`src/rtl/byte_word_packer.sv`:
```
// Byte-to-word packer: collects a little-endian byte stream into BYTES-wide words on a
// one-deep registered valid/ready output, with flush of a zero-padded partial word.
module byte_word_packer #(
  parameter  int BYTES = 4,
  localparam int CW    = $clog2(BYTES + 1)
) (
  input  logic                 clk_in,
  input  logic                 resetN_in,
  input  logic [7:0]           inputData_in,
  input  logic                 inputValid_in,
  output logic                 inputReady_out,
  input  logic                 flush_in,
  output logic [8*BYTES-1:0]   outputData_out,
  output logic [CW-1:0]        outputCount_out,
  output logic                 outputValid_out,
  input  logic                 outputReady_in,
  output logic [CW-1:0]        fill_out
);

  logic [BYTES-1:0][7:0] accReg;
  logic [CW-1:0]         idx;
  logic                  flushPend;

  logic                  free;
  logic                  acc;
  logic                  take;
  logic [CW-1:0]         n;
  logic                  flushReq;
  logic                  load;
  logic [8*BYTES-1:0]    loadWord;

  assign free           = ~outputValid_out | outputReady_in;
  assign inputReady_out = resetN_in & ((idx != CW'(BYTES - 1)) | free);
  assign acc            = inputValid_in & inputReady_out;
  assign take           = outputValid_out & outputReady_in;
  assign n              = idx + CW'(acc);
  assign flushReq       = flushPend | flush_in;
  // A full word always loads; a partial word loads only on a flush with room downstream.
  assign load           = (n == CW'(BYTES)) | (flushReq & (n != '0) & free);
  assign fill_out       = idx;

  // Word seen by the output register: stored lanes merged with the incoming byte, lanes >= n zeroed.
  generate
    for (genvar gi = 0; gi < BYTES; gi++) begin : gLane
      logic [7:0] laneByte;
      assign laneByte              = (acc && idx == CW'(gi)) ? inputData_in : accReg[gi];
      assign loadWord[8*gi +: 8]   = (CW'(gi) < n) ? laneByte : 8'h00;
    end
  endgenerate

  always_ff @(posedge clk_in or negedge resetN_in) begin
    if (!resetN_in) begin
      accReg          <= '0;
      idx             <= '0;
      flushPend       <= 1'b0;
      outputData_out  <= '0;
      outputCount_out <= '0;
      outputValid_out <= 1'b0;
    end else begin
      if (load) begin
        outputData_out  <= loadWord;
        outputCount_out <= n;
        outputValid_out <= 1'b1;
        accReg          <= '0;
        idx             <= '0;
      end else begin
        if (take)
          outputValid_out <= 1'b0;
        if (acc) begin
          for (int k = 0; k < BYTES; k++)
            if (idx == CW'(k))
              accReg[k] <= inputData_in;
          idx <= n;
        end
      end
      // An empty flush is dropped; a blocked flush stays pending.
      if (load || (flushReq && n == '0))
        flushPend <= 1'b0;
      else if (flush_in)
        flushPend <= 1'b1;
    end
  end

endmodule

```
`config.mk`:
```
export PLATFORM = sky130hd
export DESIGN_NAME = byte_word_packer
export DESIGN_NICKNAME = d
export VERILOG_FILES = /design/src/rtl/byte_word_packer.sv
export SDC_FILE = /design/constraint.sdc
export NUM_CORES = 1
export LEC_CHECK = 0
export BUFFER_PORTS_ARGS = -buffer_cell sky130_fd_sc_hd__buf_2
export CAP_MARGIN = 0
export CORE_ASPECT_RATIO = 1.75
export CORE_MARGIN = 5
export CORE_UTILIZATION = 59
export CTS_CLUSTER_DIAMETER = 100
export DETAILED_ROUTE_END_ITERATION = 6
export HOLD_SLACK_MARGIN = 0.03
export PLACE_DENSITY = 0.87
export SYNTH_ARGS = -nofsm -noshare
export SYNTH_HDL_FRONTEND = slang
export SYNTH_SLANG_ARGS = --single-unit
```
`constraint.sdc`:
```
create_clock -name clk_in -period 7.9 [get_ports clk_in]
set_clock_uncertainty 0.15 [all_clocks]
set_input_delay 0.79 -clock clk_in [delete_from_list [all_inputs] [get_ports clk_in]]
set_output_delay 0.79 -clock clk_in [all_outputs]
set_load 0.05 [all_outputs]
```
# Word-level counts from Yosys, hierarchy flattened
# Index checks and enable logic that the tools add are counted.
# Widths: inputs -> output; s select.
# word_totals
regBits	72
latch_bits	0
ramBits	0
romBits	0
in_bits	13
output_inout_bits	40
wordCells	69
memories	0
# classes
addsub	1
multipliers	0
div	0
n_lt_le_gt_ge	4
eq_ne	5
shifts	0
n_mux	20
bitwise_logic	10
n_reduce_logical	20
# ops
operator	count
$mux 8	12
$mux 32	2
$reduce_bool 2->1	7
$reduce_and 2->1	4
$eq 3x2->1 const B	2
$logic_not 3->1	2
$lt 1x3->1 const A	2
$lt 2x3->1 const A	2
$mux 3	2
$and 1x1->1	5
$logic_and 1x1->1	5
$mux 1	4
$or 1x1->1	4
$add 3x1->3	1
$eq 3x1->1 const B	1
$eq 3x3->1 const B	1
$ne 3x2->1 const B	1
$reduce_bool 3->1	1
$logic_or 1x1->1	1
$not 1->1	1

# Longest topological paths before layout
# depth
word_depth	12
ltp_mapped	12
depth_no_buf	8

# Worst setup path after synthesis
# Ideal clock, no wire load.
# synth_path
path_type	input -> register
start	in outputReady_in
end	reg outputData_out[4]
setup_ns	0.125
arrival_ns	2.799
required_ns	7.625
slack_ns	4.826
path_stages	10
path_buffers	3
cell_sequence	nand2b_1 o21ba_2 ha_1 ha_1 clkbuf_1 o22ai_4 and2_4 buf_6 buf_6 mux2_4
# synth_between
elab_chain_len	9
word_cells_on_any_way	14
cone_classes	add/sub: 1; order compare: 1; eq/ne: 1; mux: 2; bitwise: 7; reduce/logical: 2
# synth_rtl
item	line_no	source
start, declared	16	input logic outputReady_in,
$or 1x1->1 (*)	32	assign free = ~outputValid_out | outputReady_in;
$or 1x1->1 (*)	33	assign inputReady_out = resetN_in & ((idx != CW'(BYTES - 1)) | free);
$and 1x1->1 (*)	33	
$and 1x1->1 (*)	34	assign acc = inputValid_in & inputReady_out;
$add 3x1->3 (*)	36	assign n = idx + CW'(acc);
via n[1]	27	logic [CW-1:0] n;
$reduce_bool 3->1	39	assign load = (n == CW'(BYTES)) | (flushReq & (n != '0) & free);
$and 1x1->1 (2 in a row)	39	
$or 1x1->1	39	
end signal, assigned	61	outputData_out <= loadWord;
end, declared	13	output logic [8*BYTES-1:0] outputData_out,
# The timed path passes the listed nets; every way through them passes the cells marked *.
# A chain may end at the register's enable or synchronous reset.

# Worst setup path in the final report
# layout_path
start	in outputReady_in
end	reg outputCount_out[1]
# layout_between
elab_chain_len	9
word_cells_on_any_way	10
cone_classes	add/sub: 1; eq/ne: 1; bitwise: 7; reduce/logical: 1
# layout_rtl
item	line_no	source
$or 1x1->1 (*)	32	
$or 1x1->1 (*)	33	
$and 1x1->1 (*)	33	
$and 1x1->1 (*)	34	
$add 3x1->3 (*)	36	
via n[1]	27	
$reduce_bool 3->1	39	
$and 1x1->1 (2 in a row)	39	
$or 1x1->1	39	
end signal, assigned	62	outputCount_out <= n;
end, declared	14	output logic [CW-1:0] outputCount_out,
# Marked as above.

==> metrics.txt <==
run status=completed; core area=about 5000 um^2; Avg Cell Area, Syn=roughly 14 um^2; Synth area leader=dfrtp_1; Initial Utilization=around 60%; crit end category=register; Detailed Place HPWL=roughly 4500 um; initial DRC count=between 150 and 200; # diodes=0; clock root buffer=clkbuf_8; clock latency at the later pin of the worst-skew pair=around 0.33 ns; drt first pass iters=4; CTS Buf Count=9; largest net degree at the start of global routing=74; RSZ-0062 raised after global routing=false; Synth cell types=35; Via density=just under 6; post-synthesis sequential area ratio=60.05%; total wire length=between 6000 and 7000 um; VDD IR-drop max=approximately 0.23 mV; remaining global-route overflow=0; cell count after synthesis=about 220; leakage=around 1.9 nW; YS warnings=0; Startpoint Class=input port; post-place instance area=3258 um^2; via count=1962; Die X=63.91 um; # IOs=53; Critical Path AT=3.53 ns; post-route minimum period=3.463 ns; CTS clk-pin slew, worst paths=0.07 ns; IO Port Bufs=52; Global Route Usage Sum=20.89%; share of layout cells above drive strength 1=34.17%; Worst Hold Class=register to register; Row Count=34; Final ANT Viol Nets=0; Residual DRC=0; Worst Path Required=between 7 and 8 ns; initial antenna violation count=0; Rel. slew slack=22.18%; P&R area growth vs syn=15.22%; FMAX=0.2887 GHz; global-route wire length before repair=10780 um; sinks on the clock net=a little over 70; Post-Syn Nets=234; Die Height=104.3 um; hold_ws=0.3374 ns; CTS H-Tree Depth=3; setup violators final=0; final hold violation count=0; TNS Setup=0 ns; worst-margin pin slew=1.164 ns; Pins Over Slew Limit=0; via count of the first global-routing pass=2116; period utilization=a little over two fifths; fin area=3457 um^2; die area=6668 um^2; commonest non-fill, non-tap cells in the layout=dfrtp_1 (72), buf_2 (52), nor2_1 (29), mux2i_1 (24), o2bb2ai_1 (24); Core Util, Final=69.46%; CTS tree=built; synthesized area=3000 um^2; nets=288; Crit Path Class=input port to register; Max Root-Sink Buffers=2; Power Density=between 200 and 250 nW/um^2; GP Congestion=1.002; largest cells by area after synthesis=dfrtp_1 (60%), mux2i_1 (8.0%), o2bb2ai_1 (7.0%); dpl ws=4.121 ns; Setup Buffers After CTS=0; Synth Register Bits=72; PostCTS Resize Cnt=0; Final WS setup=4.437 ns; hold_buf cts=0; crit path max fanout=35; Synth top area share=60.05%; Routed WL per cell=about 19 um; commonest non-fill, non-tap cell in the layout=dfrtp_1; max_cap viols=0
through the flow:
step / cells / power (mW)
floorplan: 219 / 0.5088
global placement: 316 / 0.5414
detailed placement: 316 / 0.5443
CTS: 332 / 0.8304
global route: 332 / 0.8557
finish: 332 / 0.8228
registers in the layout, indices dropped and copies added (netlist names):
signal           flops
flushPend            1
outputData_out      32
outputValid_out      1
accReg              32
fill_out             3
outputCount_out      3
worst paths after layout:
path | depth (start not counted) | to | slack (ns) | start
setup reg to reg | 8 | outputCount_out[1]$_DFFE_PN0P_ | 4.51 | fill_out[2]$_DFFE_PN0P_
hold reg to reg | 1 | outputData_out[29]$_DFFE_PN0P_ | 0.34 | outputData_out[29]$_DFFE_PN0P_
min in group asynchronous | 2 | outputData_out[8]$_DFFE_PN0P_ | 0.57 | resetN_in
setup / recovery | 9 | outputCount_out[1]$_DFFE_PN0P_ | 4.44 | outputReady_in
max in group asynchronous | 2 | outputData_out[0]$_DFFE_PN0P_ | 6.45 | resetN_in
hold / removal | 1 | outputData_out[29]$_DFFE_PN0P_ | 0.34 | outputData_out[29]$_DFFE_PN0P_
power by group:
group          internal, mW  leakage (nW)  switching, mW
logic                0.0406         0.797         0.0968
registers             0.389         0.985        0.00932
clock network         0.162         0.103          0.124
total                 0.592          1.89          0.230
final cells by class:
cell class / instances / area, um^2
repair buffers: 53 / 267.8
clock inverters: 3 / 40.04
clock buffers: 13 / 158.9
fillers: 349 / 1520
well taps: 54 / 67.56
multi-input cells: 137 / 1121
flip-flops and latches: 72 / 1802
cell usage after synthesis:
| master | count |
|---|---|
| dfrtp_1 | 72 |
| nor2_1 | 29 |
| mux2i_1 | 24 |
| o2bb2ai_1 | 24 |
| mux2_2 | 13 |
| and2_1 | 8 |
| nand2_1 | 5 |
| buf_6 | 4 |
| mux2_4 | 4 |
| a21oi_1 | 2 |
| a32o_1 | 2 |
| buf_2 | 2 |
| buf_4 | 2 |
| clkbuf_1 | 2 |
| ha_1 | 2 |
| nand2b_1 | 2 |
| nor3_1 | 2 |
| o21ai_1 | 2 |
| or4b_1 | 2 |
| a2111oi_0 | 1 |
| a21o_1 | 1 |
| a22o_1 | 1 |
| and2_4 | 1 |
| and2b_2 | 1 |
| nand2_2 | 1 |
| nand3_2 | 1 |
| nand3b_4 | 1 |
| nor2_4 | 1 |
| nor2b_1 | 1 |
| nor3_4 | 1 |
| nor4_1 | 1 |
| nor4_4 | 1 |
| o21ba_2 | 1 |
| o22ai_4 | 1 |
| or2b_2 | 1 |
per-layer routing:
| metal | vias to the layer above | global-route usage (%) | wire length, um |
|---|---|---|---|
| met3 | 21 | 3.784 | 276 |
| li1 | 893 | - | - |
| met5 | - | 0 | 0 |
| met1 | 984 | 27.19 | 2575 |
| met2 | 64 | 32.88 | 3302 |
| met4 | 0 | 10.55 | 210 |
logic make-up (layout without fill, tap and decap cells):
| kind of cell | after synthesis | count (layout) | synth area share [%] |
|---|---|---|---|
| AOI/OAI and AO/OA | 35 | 35 | 10.18 |
| adders and majority gates | 2 | 2 | 0.8339 |
| buffers and inverters | 10 | 69 | 2.585 |
| DFF | 72 | 72 | 60.05 |
| muxes | 41 | 41 | 14.89 |
| and+or+nand+nor | 59 | 59 | 11.47 |
worst max-delay path: stages:
cell and delay (ns):
buf_2 0.10, nand2b_1 0.19, o21ba_2 0.27, ha_1 0.19, ha_1 0.41, nor2_4 0.20
nand3_2 0.10, nand2_1 0.86, mux2_2 0.42
No activity file was read; power rests on OpenSTA's default activity.
